`config.mk`:
```
export PLATFORM = sky130hd
export DESIGN_NAME = reg_cmd_sequencer
export DESIGN_NICKNAME = d
export VERILOG_FILES = /design/src/rtl/reg_cmd_sequencer.sv
export SDC_FILE = /design/constraint.sdc
export NUM_CORES = 1
export LEC_CHECK = 0
export CELL_PAD_IN_SITES_DETAIL_PLACEMENT = 1
export CELL_PAD_IN_SITES_GLOBAL_PLACEMENT = 2
export CORE_ASPECT_RATIO = 0.5
export CORE_UTILIZATION = 43
export DETAILED_ROUTE_END_ITERATION = 12
export GPL_TIMING_DRIVEN = 0
export PLACE_DENSITY_LB_ADDON = 0.15
export REMOVE_ABC_BUFFERS = 1
export SLEW_MARGIN = 10
export SYNTH_ARGS = -nofsm -noshare
export SYNTH_HDL_FRONTEND = slang
export SYNTH_SLANG_ARGS = --single-unit
export TNS_END_PERCENT = 20
```
`constraint.sdc`:
```
create_clock -name clk_i -period 6.59 [get_ports clk_i]
set_input_delay 0.9885 -clock clk_i [delete_from_list [all_inputs] [get_ports clk_i]]
set_output_delay 0.9885 -clock clk_i [all_outputs]
set_load 0.01 [all_outputs]
```
`src/rtl/reg_cmd_sequencer.sv`:
```
// reg_cmd_sequencer
//   Command initiator for the register bus. Requests arrive over a
//   valid/ready port, are buffered in a DEPTH-entry FIFO and are issued one
//   per cycle as registered IDLE/RD/WR commands. IDLE_GAP forced bubbles can
//   follow every RD/WR. Read data is captured RD_LAT cycles after the RD and
//   returned together with its address.
//
// Ports
//   clk_i, rst_i                     clock, async active-high reset
//   req_valid_i/req_ready_o          request handshake
//   req_cmd_i/req_addr_i/req_data_i  request payload (cmd 2'b11 = invalid)
//   en_i                             issue enable (0 holds the FIFO)
//   flush_i                          drop every queued command
//   cmd_o/cmd_addr_o/cmd_data_o      registered bus command
//   cmd_data_i                       read data from the slave
//   rsp_valid_o/rsp_addr_o/rsp_data_o  read response (single-cycle pulse)
//   level_o                          FIFO occupancy
//   busy_o                           queued work, read in flight or gap
//   err_o                            pulse: invalid command dropped
module reg_cmd_sequencer #(
    parameter int ADDR_W   = 8,
    parameter int DATA_W   = 32,
    parameter int DEPTH    = 4,
    parameter int RD_LAT   = 1,
    parameter int IDLE_GAP = 0
) (
    input  logic                       clk_i,
    input  logic                       rst_i,
    input  logic                       req_valid_i,
    output logic                       req_ready_o,
    input  logic [1:0]                 req_cmd_i,
    input  logic [ADDR_W-1:0]          req_addr_i,
    input  logic [DATA_W-1:0]          req_data_i,
    input  logic                       en_i,
    input  logic                       flush_i,
    output logic [1:0]                 cmd_o,
    output logic [ADDR_W-1:0]          cmd_addr_o,
    output logic [DATA_W-1:0]          cmd_data_o,
    input  logic [DATA_W-1:0]          cmd_data_i,
    output logic                       rsp_valid_o,
    output logic [ADDR_W-1:0]          rsp_addr_o,
    output logic [DATA_W-1:0]          rsp_data_o,
    output logic [$clog2(DEPTH+1)-1:0] level_o,
    output logic                       busy_o,
    output logic                       err_o
);

    localparam int PW = (DEPTH > 1) ? $clog2(DEPTH) : 1;
    localparam int LW = $clog2(DEPTH + 1);

    localparam logic [1:0] CMD_IDLE = 2'b00;
    localparam logic [1:0] CMD_RD   = 2'b01;
    localparam logic [1:0] CMD_WR   = 2'b10;
    localparam logic [1:0] CMD_BAD  = 2'b11;

    localparam logic [1:0] S_IDLE  = 2'b00;
    localparam logic [1:0] S_ISSUE = 2'b01;
    localparam logic [1:0] S_GAP   = 2'b10;

    // Asserts immediately, releases two clean edges after rst_i falls.
    logic [1:0] rst_sync;
    logic       rst_int;

    always_ff @(posedge clk_i or posedge rst_i) begin
        if (rst_i) rst_sync <= 2'b11;
        else       rst_sync <= {rst_sync[0], 1'b0};
    end
    assign rst_int = rst_sync[1];

    // FIFO storage
    logic [1:0]        mem_cmd  [DEPTH];
    logic [ADDR_W-1:0] mem_addr [DEPTH];
    logic [DATA_W-1:0] mem_data [DEPTH];
    logic [PW-1:0]     wr_ptr, rd_ptr;
    logic [LW-1:0]     level;

    logic [1:0]  state;
    logic [3:0]  gap_cnt;

    logic [RD_LAT-1:0]             vld_pipe;
    logic [RD_LAT-1:0][ADDR_W-1:0] addr_pipe;

    logic full, empty, hs, bad, push, issue, rd_issue, head_rw;
    logic [1:0]        head_cmd;
    logic [ADDR_W-1:0] head_addr;
    logic [DATA_W-1:0] head_data;

    assign full  = (level == LW'(DEPTH));
    assign empty = (level == '0);

    // A full FIFO refuses even when the head pops in the same cycle.
    assign req_ready_o = !full && !flush_i && !rst_int;
    assign hs          = req_valid_i && req_ready_o;
    assign bad         = hs && (req_cmd_i == CMD_BAD);
    assign push        = hs && !bad;

    assign head_cmd  = mem_cmd[rd_ptr];
    assign head_addr = mem_addr[rd_ptr];
    assign head_data = mem_data[rd_ptr];

    // Pop only from stored entries; a same-cycle push is not bypassed.
    assign issue    = (state != S_GAP) && en_i && !empty && !flush_i;
    assign rd_issue = issue && (head_cmd == CMD_RD);
    assign head_rw  = issue && ((head_cmd == CMD_RD) || (head_cmd == CMD_WR));

    assign level_o = level;
    assign busy_o  = !empty || (|vld_pipe) || (state == S_GAP);

    always_ff @(posedge clk_i) begin
        if (push) begin
            mem_cmd[wr_ptr]  <= req_cmd_i;
            mem_addr[wr_ptr] <= req_addr_i;
            mem_data[wr_ptr] <= req_data_i;
        end
    end

    always_ff @(posedge clk_i or posedge rst_int) begin
        if (rst_int) begin
            wr_ptr      <= '0;
            rd_ptr      <= '0;
            level       <= '0;
            state       <= S_IDLE;
            gap_cnt     <= '0;
            cmd_o       <= CMD_IDLE;
            cmd_addr_o  <= '0;
            cmd_data_o  <= '0;
            err_o       <= 1'b0;
            vld_pipe    <= '0;
            addr_pipe   <= '0;
            rsp_valid_o <= 1'b0;
            rsp_addr_o  <= '0;
            rsp_data_o  <= '0;
        end else begin
            err_o <= bad;

            // Pointers wrap naturally; occupancy alone tells full from empty.
            if (flush_i) begin
                rd_ptr <= wr_ptr;
                level  <= '0;
            end else begin
                if (push) wr_ptr <= wr_ptr + PW'(1);
                if (issue) rd_ptr <= rd_ptr + PW'(1);
                level <= level + LW'(push) - LW'(issue);
            end

            // Bus: the popped head, IDLE otherwise. Address only for RD/WR,
            // data only for WR.
            if (issue) begin
                cmd_o      <= head_cmd;
                cmd_addr_o <= (head_cmd == CMD_IDLE) ? '0 : head_addr;
                cmd_data_o <= (head_cmd == CMD_WR) ? head_data : '0;
            end else begin
                cmd_o      <= CMD_IDLE;
                cmd_addr_o <= '0;
                cmd_data_o <= '0;
            end

            if (flush_i) begin
                state   <= S_IDLE;
                gap_cnt <= '0;
            end else if (state == S_GAP) begin
                // Counter was loaded with IDLE_GAP on the issuing edge, so
                // leaving at 1 gives exactly IDLE_GAP bubbles on the bus.
                if (gap_cnt <= 4'd1) begin
                    gap_cnt <= '0;
                    state   <= (en_i && !empty) ? S_ISSUE : S_IDLE;
                end else begin
                    gap_cnt <= gap_cnt - 4'd1;
                end
            end else if (issue) begin
                if (IDLE_GAP > 0 && head_rw) begin
                    state   <= S_GAP;
                    gap_cnt <= 4'(IDLE_GAP);
                end else begin
                    state <= S_ISSUE;
                end
            end else begin
                state <= S_IDLE;
            end

            // Read return pipe; deliberately untouched by flush.
            vld_pipe[0]  <= rd_issue;
            addr_pipe[0] <= head_addr;
            for (int i = 1; i < RD_LAT; i++) begin
                vld_pipe[i]  <= vld_pipe[i-1];
                addr_pipe[i] <= addr_pipe[i-1];
            end

            rsp_valid_o <= vld_pipe[RD_LAT-1];
            if (vld_pipe[RD_LAT-1]) begin
                rsp_addr_o <= addr_pipe[RD_LAT-1];
                rsp_data_o <= cmd_data_i;
            end
        end
    end

endmodule
```
==> results of run 1 <==
## synth_stat cells
cell type / instances
a221oi_4: 1
buf_2: 6
edfxtp_1: 168
nor3b_2: 1
buf_1: 4
and4_1: 1
o31ai_1: 1
and2_1: 6
xor2_1: 3
conb_1: 1
clkbuf_1: 8
fa_1: 1
nor2b_4: 1
nand2_1: 2
mux2_1: 17
or3b_4: 1
o21ai_1: 2
and3_1: 40
nand2b_1: 1
inv_1: 6
mux2_2: 24
xnor2_1: 2
a211oi_1: 1
or2_4: 1
ha_1: 6
inv_2: 1
nor2_1: 3
dfstp_2: 2
o311ai_1: 1
nor3_1: 1
dfrtp_1: 100
buf_6: 5
mux4_1: 1
nor2b_1: 1
and3b_1: 1
mux4_2: 41
## critical path: cells and delay by family
family / cells / cell delay [ps]
AOI/OAI and AO/OA: 1 / 390
buffers and inverters: 2 / 1250
## flip-flops by register name, indices dropped and copies added (netlist names)
| name | cells |
|---|---|
| addr_pipe | 8 |
| cmd_addr_o | 8 |
| cmd_data_o | 32 |
| cmd_o | 2 |
| err_o | 1 |
| level_o | 3 |
| mem_addr | 32 |
| mem_cmd | 8 |
| mem_data | 128 |
| rd_ptr | 2 |
| rsp_addr_o | 8 |
| rsp_data_o | 32 |
| rsp_valid_o | 1 |
| rst_sync | 2 |
| vld_pipe | 1 |
| wr_ptr | 2 |
## area by class of cell
class	instances	area (um2)	area share, %
Clock buffer	31	648	5.12
Clock inverter	13	136	1.08
Inverter	7	31.3	0.247
Multi-Input combinational cell	162	2020	15.9
Sequential cell	270	7610	60.1
Tap cell	300	375	2.97
Timing Repair Buffer	175	1840	14.5
## logic make-up after synthesis
kind of cell	synth area share, %
and+or+nand+nor	3.97
DFF	77.9
adders and majority gates	0.974
muxes	14.5
other	0.0384
buffers and inverters	1.62
xor gates and xnor gates	0.449
AOI/OAI and AO/OA	0.616
## final timing paths
path / slack, ps / cells after the start / to
worst min-delay path: 310 / 1 / rd_ptr[1]
worst min register to register: 310 / 1 / rd_ptr[1]
worst max-delay path: 2980 / 3 / req_ready_o
max in group asynchronous: 5630 / 2 / rsp_data_o[25]
min in group clk_i: 360 / 0 / rst_sync[1]
worst max register to register: 3920 / 9 / level_o[2]
## routing by layer
metal / share of wire (%) / wire length, um / up-vias / track usage (%)
li1: - / - / 2158 / -
met1: 46 / 9040 / 2531 / 24.4
met2: 48 / 9460 / 116 / 28.8
met3: 4.8 / 949 / 19 / 4.42
met4: 1.1 / 216 / 0 / 3.14
met5: 0 / 0 / - / 0
## metrics by stage
step	util, %	setup WS [ps]
after floorplan	-	3430
after global placement	53.1	1020
after detailed placement	54.0	2760
after global routing	57.6	2890
after CTS	57.6	2960
final	57.6	2980
## report_power, final
part / switching [mW] / internal [mW]
clock: 0.597 / 0.813
sequential: 0.156 / 2.02
combinational: 0.470 / 0.662
==> summary.md, run 1 <==
| Metric | Value |
|---|---|
| Number of buffers on the longest clock path | 3 |
| Core Footprint | 0.0220 mm2 |
| VDD IR-drop max | roughly 0.15 mV |
| Number of global-route vias before repair | 5179 |
| Maximum level of the CTS H-tree | 1 |
| Global-route wire length before repair | 30800 um |
| DIE HEIGHT | roughly 110 um |
| Flops & latches, synth | 270 |
| Hold buffer count at cts | 0 |
| Antenna viol nets, final | 0 |
| Grt ovf | 0 |
| Clock latency on the worst-skew pair | 520 ps |
| Initial antenna violation count | 0 |
| Number of CTS-inserted buffers | 24 |
| Status | finished, final reports clean |
| Critical path's largest stage delay | 640 ps |
| Post-synthesis cell count | 462 |
| Top cell type's share of synthesized area | 51.7% |
| Wirelength per Cell | 20.5 um |
| Distinct cell type count after synthesis | 36 |
| Accumulated negative setup slack | 0 ps |
| Post-DP HPWL | 11900 um |
| Synthesized area | 0.00976 mm2 |
| DP Area | 0.0119 mm2 |
| Final clock period utilization by the worst path | 54.8% |
| Number of nets at the end of the flow | 726 |
| Most common library cell in the layout ignoring fill and taps | edfxtp_1 |
| Max-slew headroom | 43.8% |
| Starting Density | around 44% |
| Crit path DAT | between 2000 and 3000 ps |
| Count of yosys warnings during synthesis | 0 |
| Synthesis-to-layout area growth | 29.6% |
| Most used cells in the layout excluding fill and tap cells | 168 x edfxtp_1, 167 x clkdlybuf4s50_1, 97 x dfrtp_1 |
| Leakage Power | 4.81 nW |
| CP Class | input port to output pin |
| Tot Pwr | approximately 4.7 mW |
| Number of primary I/O pins | 168 |
| RSZ-0062 raised after global routing | false |
| Crit path cell chain | clkdlybuf4s50_1, a211oi_1, clkdlybuf4s50_1 |
| TritonCTS clock tree | built |
| Slowest cell on the critical path | clkdlybuf4s50_1 |
| Cell type with the largest total area after synthesis | edfxtp_1 |
| Largest fanout on the critical path | 10 |
| Setup clock skew after layout | roughly 11 ps |
| Number of DRC markers after the initial detailed-route iteration | around 250 |
| Cell Count Post-Placement | around 900 |
| Mean cell area of the mapped netlist | around 21 um2 |
| Total wire length | 19700 um |
| Clk sink count | 270 |
| Share of cells above drive strength 1 | 18.8% |
| Startpoint of the worst register-to-register path | level_o[1] |
| Post-layout instance count excluding filler cells | 958 |
| Number of instances resized during post-cts repair | 0 |
| Die Area | 0.0233 mm2 |
| Maximum number of pins on one net before global-route repair | 61 |
| Final setup violation count | 0 |
| Worst Setup Start Kind | input port |
| Cell Pwr Density | ~370 mW/mm2 |
| Start point of the critical path | flush_i |
| Cell area after layout | 0.0126 mm2 |
| Number of search-and-repair iterations in the first detailed-routing pass | 4 |
| Count of fill cells added during filler insertion | 1947 |
| GP Congestion | around 0.70 |
| Highest achievable clock rate | 0.277 GHz |
| Cell with the most instances on the worst path | clkdlybuf4s50_1 |
| Global router's overall resource usage | 17.6% |
| Remaining design rule violation count | 0 |
| Via count of the routed design | between 4k and 5k |
| Die width | 215 um |
| Final period demand of the worst path | 3610 ps |
| Sequential element share of the synthesized area | between 70% and 80% |
| Number of pins with negative max-slew slack in the final report | 0 |
| Maxcap violations | 0 |
| Post-DR vias/cell | between 5 and 6 |
| Root cell of the clock tree | clkbuf_16 |
| # diodes | 0 |
| Rows | 38 |
| Pin slew with the least headroom to its limit | 841 ps |
| Count of endpoints failing hold in the final timing report | 0 |
| Endpoint class of the critical path | output pin |
| Worst-case hold slack | around 300 ps |
| Clock transition at the registers of the reported paths | roughly 70 ps |
| Data required time of the critical path | 5600 ps |
| Count of buffers inserted at the top-level ports | ~170 |
| HP Class | flip-flop to async pin |
| Cells taking the most area after synthesis | edfxtp_1 52%, dfrtp_1 26%, mux4_2 9.5%, mux2_2 2.8%, and3_1 2.6% |
| Setup Fix Bufs, Post-CTS | 0 |
(Power assumes the default switching activity.)
==> run 2: changes to the inputs <==
--- a/config.mk
+++ b/config.mk
@@ -8,7 +8,7 @@
 export CELL_PAD_IN_SITES_DETAIL_PLACEMENT = 1
 export CELL_PAD_IN_SITES_GLOBAL_PLACEMENT = 2
 export CORE_ASPECT_RATIO = 0.5
-export CORE_UTILIZATION = 43
+export CORE_UTILIZATION = 40
 export DETAILED_ROUTE_END_ITERATION = 12
 export GPL_TIMING_DRIVEN = 0
 export PLACE_DENSITY_LB_ADDON = 0.15
==> constraint.sdc (replaced) <==
create_clock -name clk_i -period 3.58 [get_ports clk_i]
set_input_delay 0.537 -clock clk_i [delete_from_list [all_inputs] [get_ports clk_i]]
set_output_delay 0.537 -clock clk_i [all_outputs]
set_load 0.01 [all_outputs]
==> summary.md, run 2 (same netlist as run 1, synthesis figures left out) <==
| Metric | Value |
|---|---|
| Number of instances resized during post-cts repair | 0 (unchanged) |
| Setup clock skew after layout | 13.1 ps (was 11.1 ps) |
| Critical path's largest stage delay | 630 ps (was 640 ps) |
| Worst Setup Start Kind | input port (unchanged) |
| Number of CTS-inserted buffers | 25 (was 24) |
| Starting Density | 41.8% (was 44.4%) |
| VDD IR-drop max | 0.360 mV (was 0.153 mV) |
| # diodes | 0 (unchanged) |
| Final clock period utilization by the worst path | 79.1% |
| Final period demand of the worst path | roughly 2800 ps |
| Initial antenna violation count | 0 (unchanged) |
| GP Congestion | 0.679 (was 0.699) |
| Tot Pwr | 8.63 mW (was 4.72 mW) |
| Highest achievable clock rate | 0.353 GHz |
| DIE HEIGHT | 112 um (was 109 um) |
| Number of buffers on the longest clock path | 3 (unchanged) |
| Post-DP HPWL | 12400 um (was 11900 um) |
| Cell Pwr Density | 680 mW/mm2 (was 373 mW/mm2) |
| Max-slew headroom | 42.0% (was 43.8%) |
| Largest Register | mem_data (unchanged) |
| Remaining design rule violation count | 0 (unchanged) |
| Global router's overall resource usage | 16.6% (was 17.6%) |
| Wirelength per Cell | 20.7 um (was 20.5 um) |
| Largest fanout on the critical path | 10 (unchanged) |
| Pin slew with the least headroom to its limit | 868 ps (was 841 ps) |
| Data required time of the critical path | 3970 ps (was 5600 ps) |
| Grt ovf | 0 (unchanged) |
| Crit path DAT | 3220 ps (was 2630 ps) |
| Clock latency on the worst-skew pair | 530 ps (was 520 ps) |
| Most used cells in the layout excluding fill and tap cells | 168 x edfxtp_1, 167 x clkdlybuf4s50_1, 97 x dfrtp_1 (unchanged) |
| Clk sink count | 270 (unchanged) |
| Clock transition at the registers of the reported paths | 60 ps (was 70 ps) |
| Leakage Power | 4.81 nW (about the same) |
| Number of DRC markers after the initial detailed-route iteration | 284 (was 246) |
| Crit path cell chain | clkdlybuf4s50_1, or3b_4, a221oi_4, inv_2, ha_1, inv_1, ha_1, inv_1, fa_1, xnor2_1, nor2_1 (was clkdlybuf4s50_1, a211oi_1, clkdlybuf4s50_1) |
| Die Area | 0.0251 mm2 (was 0.0233 mm2) |
| Share of cells above drive strength 1 | 18.7% (was 18.8%) |
| Status | finished, final reports clean (unchanged) |
| Die width | 223 um (was 215 um) |
| Accumulated negative setup slack | 0 ps (unchanged) |
| Core Footprint | 0.0234 mm2 (was 0.0220 mm2) |
| Final setup violation count | 0 (unchanged) |
| Number of pins with negative max-slew slack in the final report | 0 (unchanged) |
| Slowest cell on the critical path | clkdlybuf4s50_1 (unchanged) |
| Antenna viol nets, final | 0 (unchanged) |
| DP Area | 0.0119 mm2 (about the same) |
| Post-DR vias/cell | 4.95 (was 5.04) |
| Root cell of the clock tree | clkbuf_16 (unchanged) |
| TritonCTS clock tree | built (unchanged) |
| Count of endpoints failing hold in the final timing report | 0 (unchanged) |
| Flip-flop count of the largest register, all copies and words added | 128 (unchanged) |
| Hold buffer count at cts | 0 (unchanged) |
| Most common library cell in the layout ignoring fill and taps | edfxtp_1 (unchanged) |
| HP Class | flip-flop to async pin (unchanged) |
| CP Class | input port to flip-flop (was input port to output pin) |
| Via count of the routed design | 4800 (was 4824) |
| Cell area after layout | 0.0127 mm2 (was 0.0126 mm2) |
| Number of nets at the end of the flow | 729 (was 726) |
| Number of global-route vias before repair | 5222 (was 5179) |
| Cell Count Post-Placement | 923 (was 914) |
| Endpoint class of the critical path | flip-flop (was output pin) |
| Number of search-and-repair iterations in the first detailed-routing pass | 4 (unchanged) |
| Setup Fix Bufs, Post-CTS | 0 (unchanged) |
| Maximum level of the CTS H-tree | 1 (unchanged) |
| Number of primary I/O pins | 168 (unchanged) |
| Total wire length | 20000 um (was 19700 um) |
| Maxcap violations | 0 (unchanged) |
| Count of buffers inserted at the top-level ports | 167 (unchanged) |
| Rows | 39 (was 38) |
| Synthesis-to-layout area growth | 29.9% (was 29.6%) |
| Global-route wire length before repair | 31200 um (was 30800 um) |
| RSZ-0062 raised after global routing | false (unchanged) |
| Maximum number of pins on one net before global-route repair | 67 (was 61) |
| Post-layout instance count excluding filler cells | 969 (was 958) |
run 2: final cells by class:
type / count / area, um2
Fill cell: 2094 / 10700
Sequential cell: 270 / 7610
Multi-Input combinational cell: 162 / 2010
Timing Repair Buffer: 177 / 1870
Clock buffer: 44 / 757
Tap cell: 307 / 384
Inverter: 7 / 31.3
Clock inverter: 2 / 17.5
run 2: through the flow:
stage                     utilization (%)  hold WS, ps  setup WS, ps
after global placement               50.0          346         -1460
final                                54.3          283           749
after CTS                            54.3          307           763
after floorplan                         -          345           512
after detailed placement             50.9          305           194
after global routing                 54.3          326           606
run 2: layer usage:
layer | GRT usage (%) | wire length, um | vias up
li1 | - | - | 2157
met1 | 22.4 | 8870 | 2509
met2 | 27.9 | 10000 | 110
met3 | 3.38 | 764 | 24
met4 | 4.00 | 387 | 0
met5 | 0 | 0 | -
run 2: final timing paths:
check,from,to,slack (ps),cells after the start
setup / recovery,flush_i,level_o[2],750,11
hold / removal,rst_sync[1],cmd_data_o[9],280,1
setup reg to reg,level_o[2],level_o[2],880,10
hold reg to reg,rst_sync[1],cmd_data_o[9],280,1
max in group asynchronous,rst_sync[1],rsp_data_o[16],2630,2
min in group clk_i,rst_sync[0],rst_sync[1],360,0
run 2: report_power, final:
| part | internal (mW) | switching [mW] | leakage, nW |
|---|---|---|---|
| Sequential | 3.72 | 0.265 | 2.85 |
| Clock | 1.43 | 1.09 | 0.375 |
| Combinational | 1.22 | 0.897 | 1.59 |
| Total | 6.37 | 2.26 | 4.81 |
run 2: worst max-delay path, delay by kind of cell:
kind                       cells  cell delay (ps)
AOI/OAI and AO/OA              1              380
adders and majority gates      3              790
buffers and inverters          4              790
xor gates and xnor gates       1              170
and+or+nand+nor                2              550
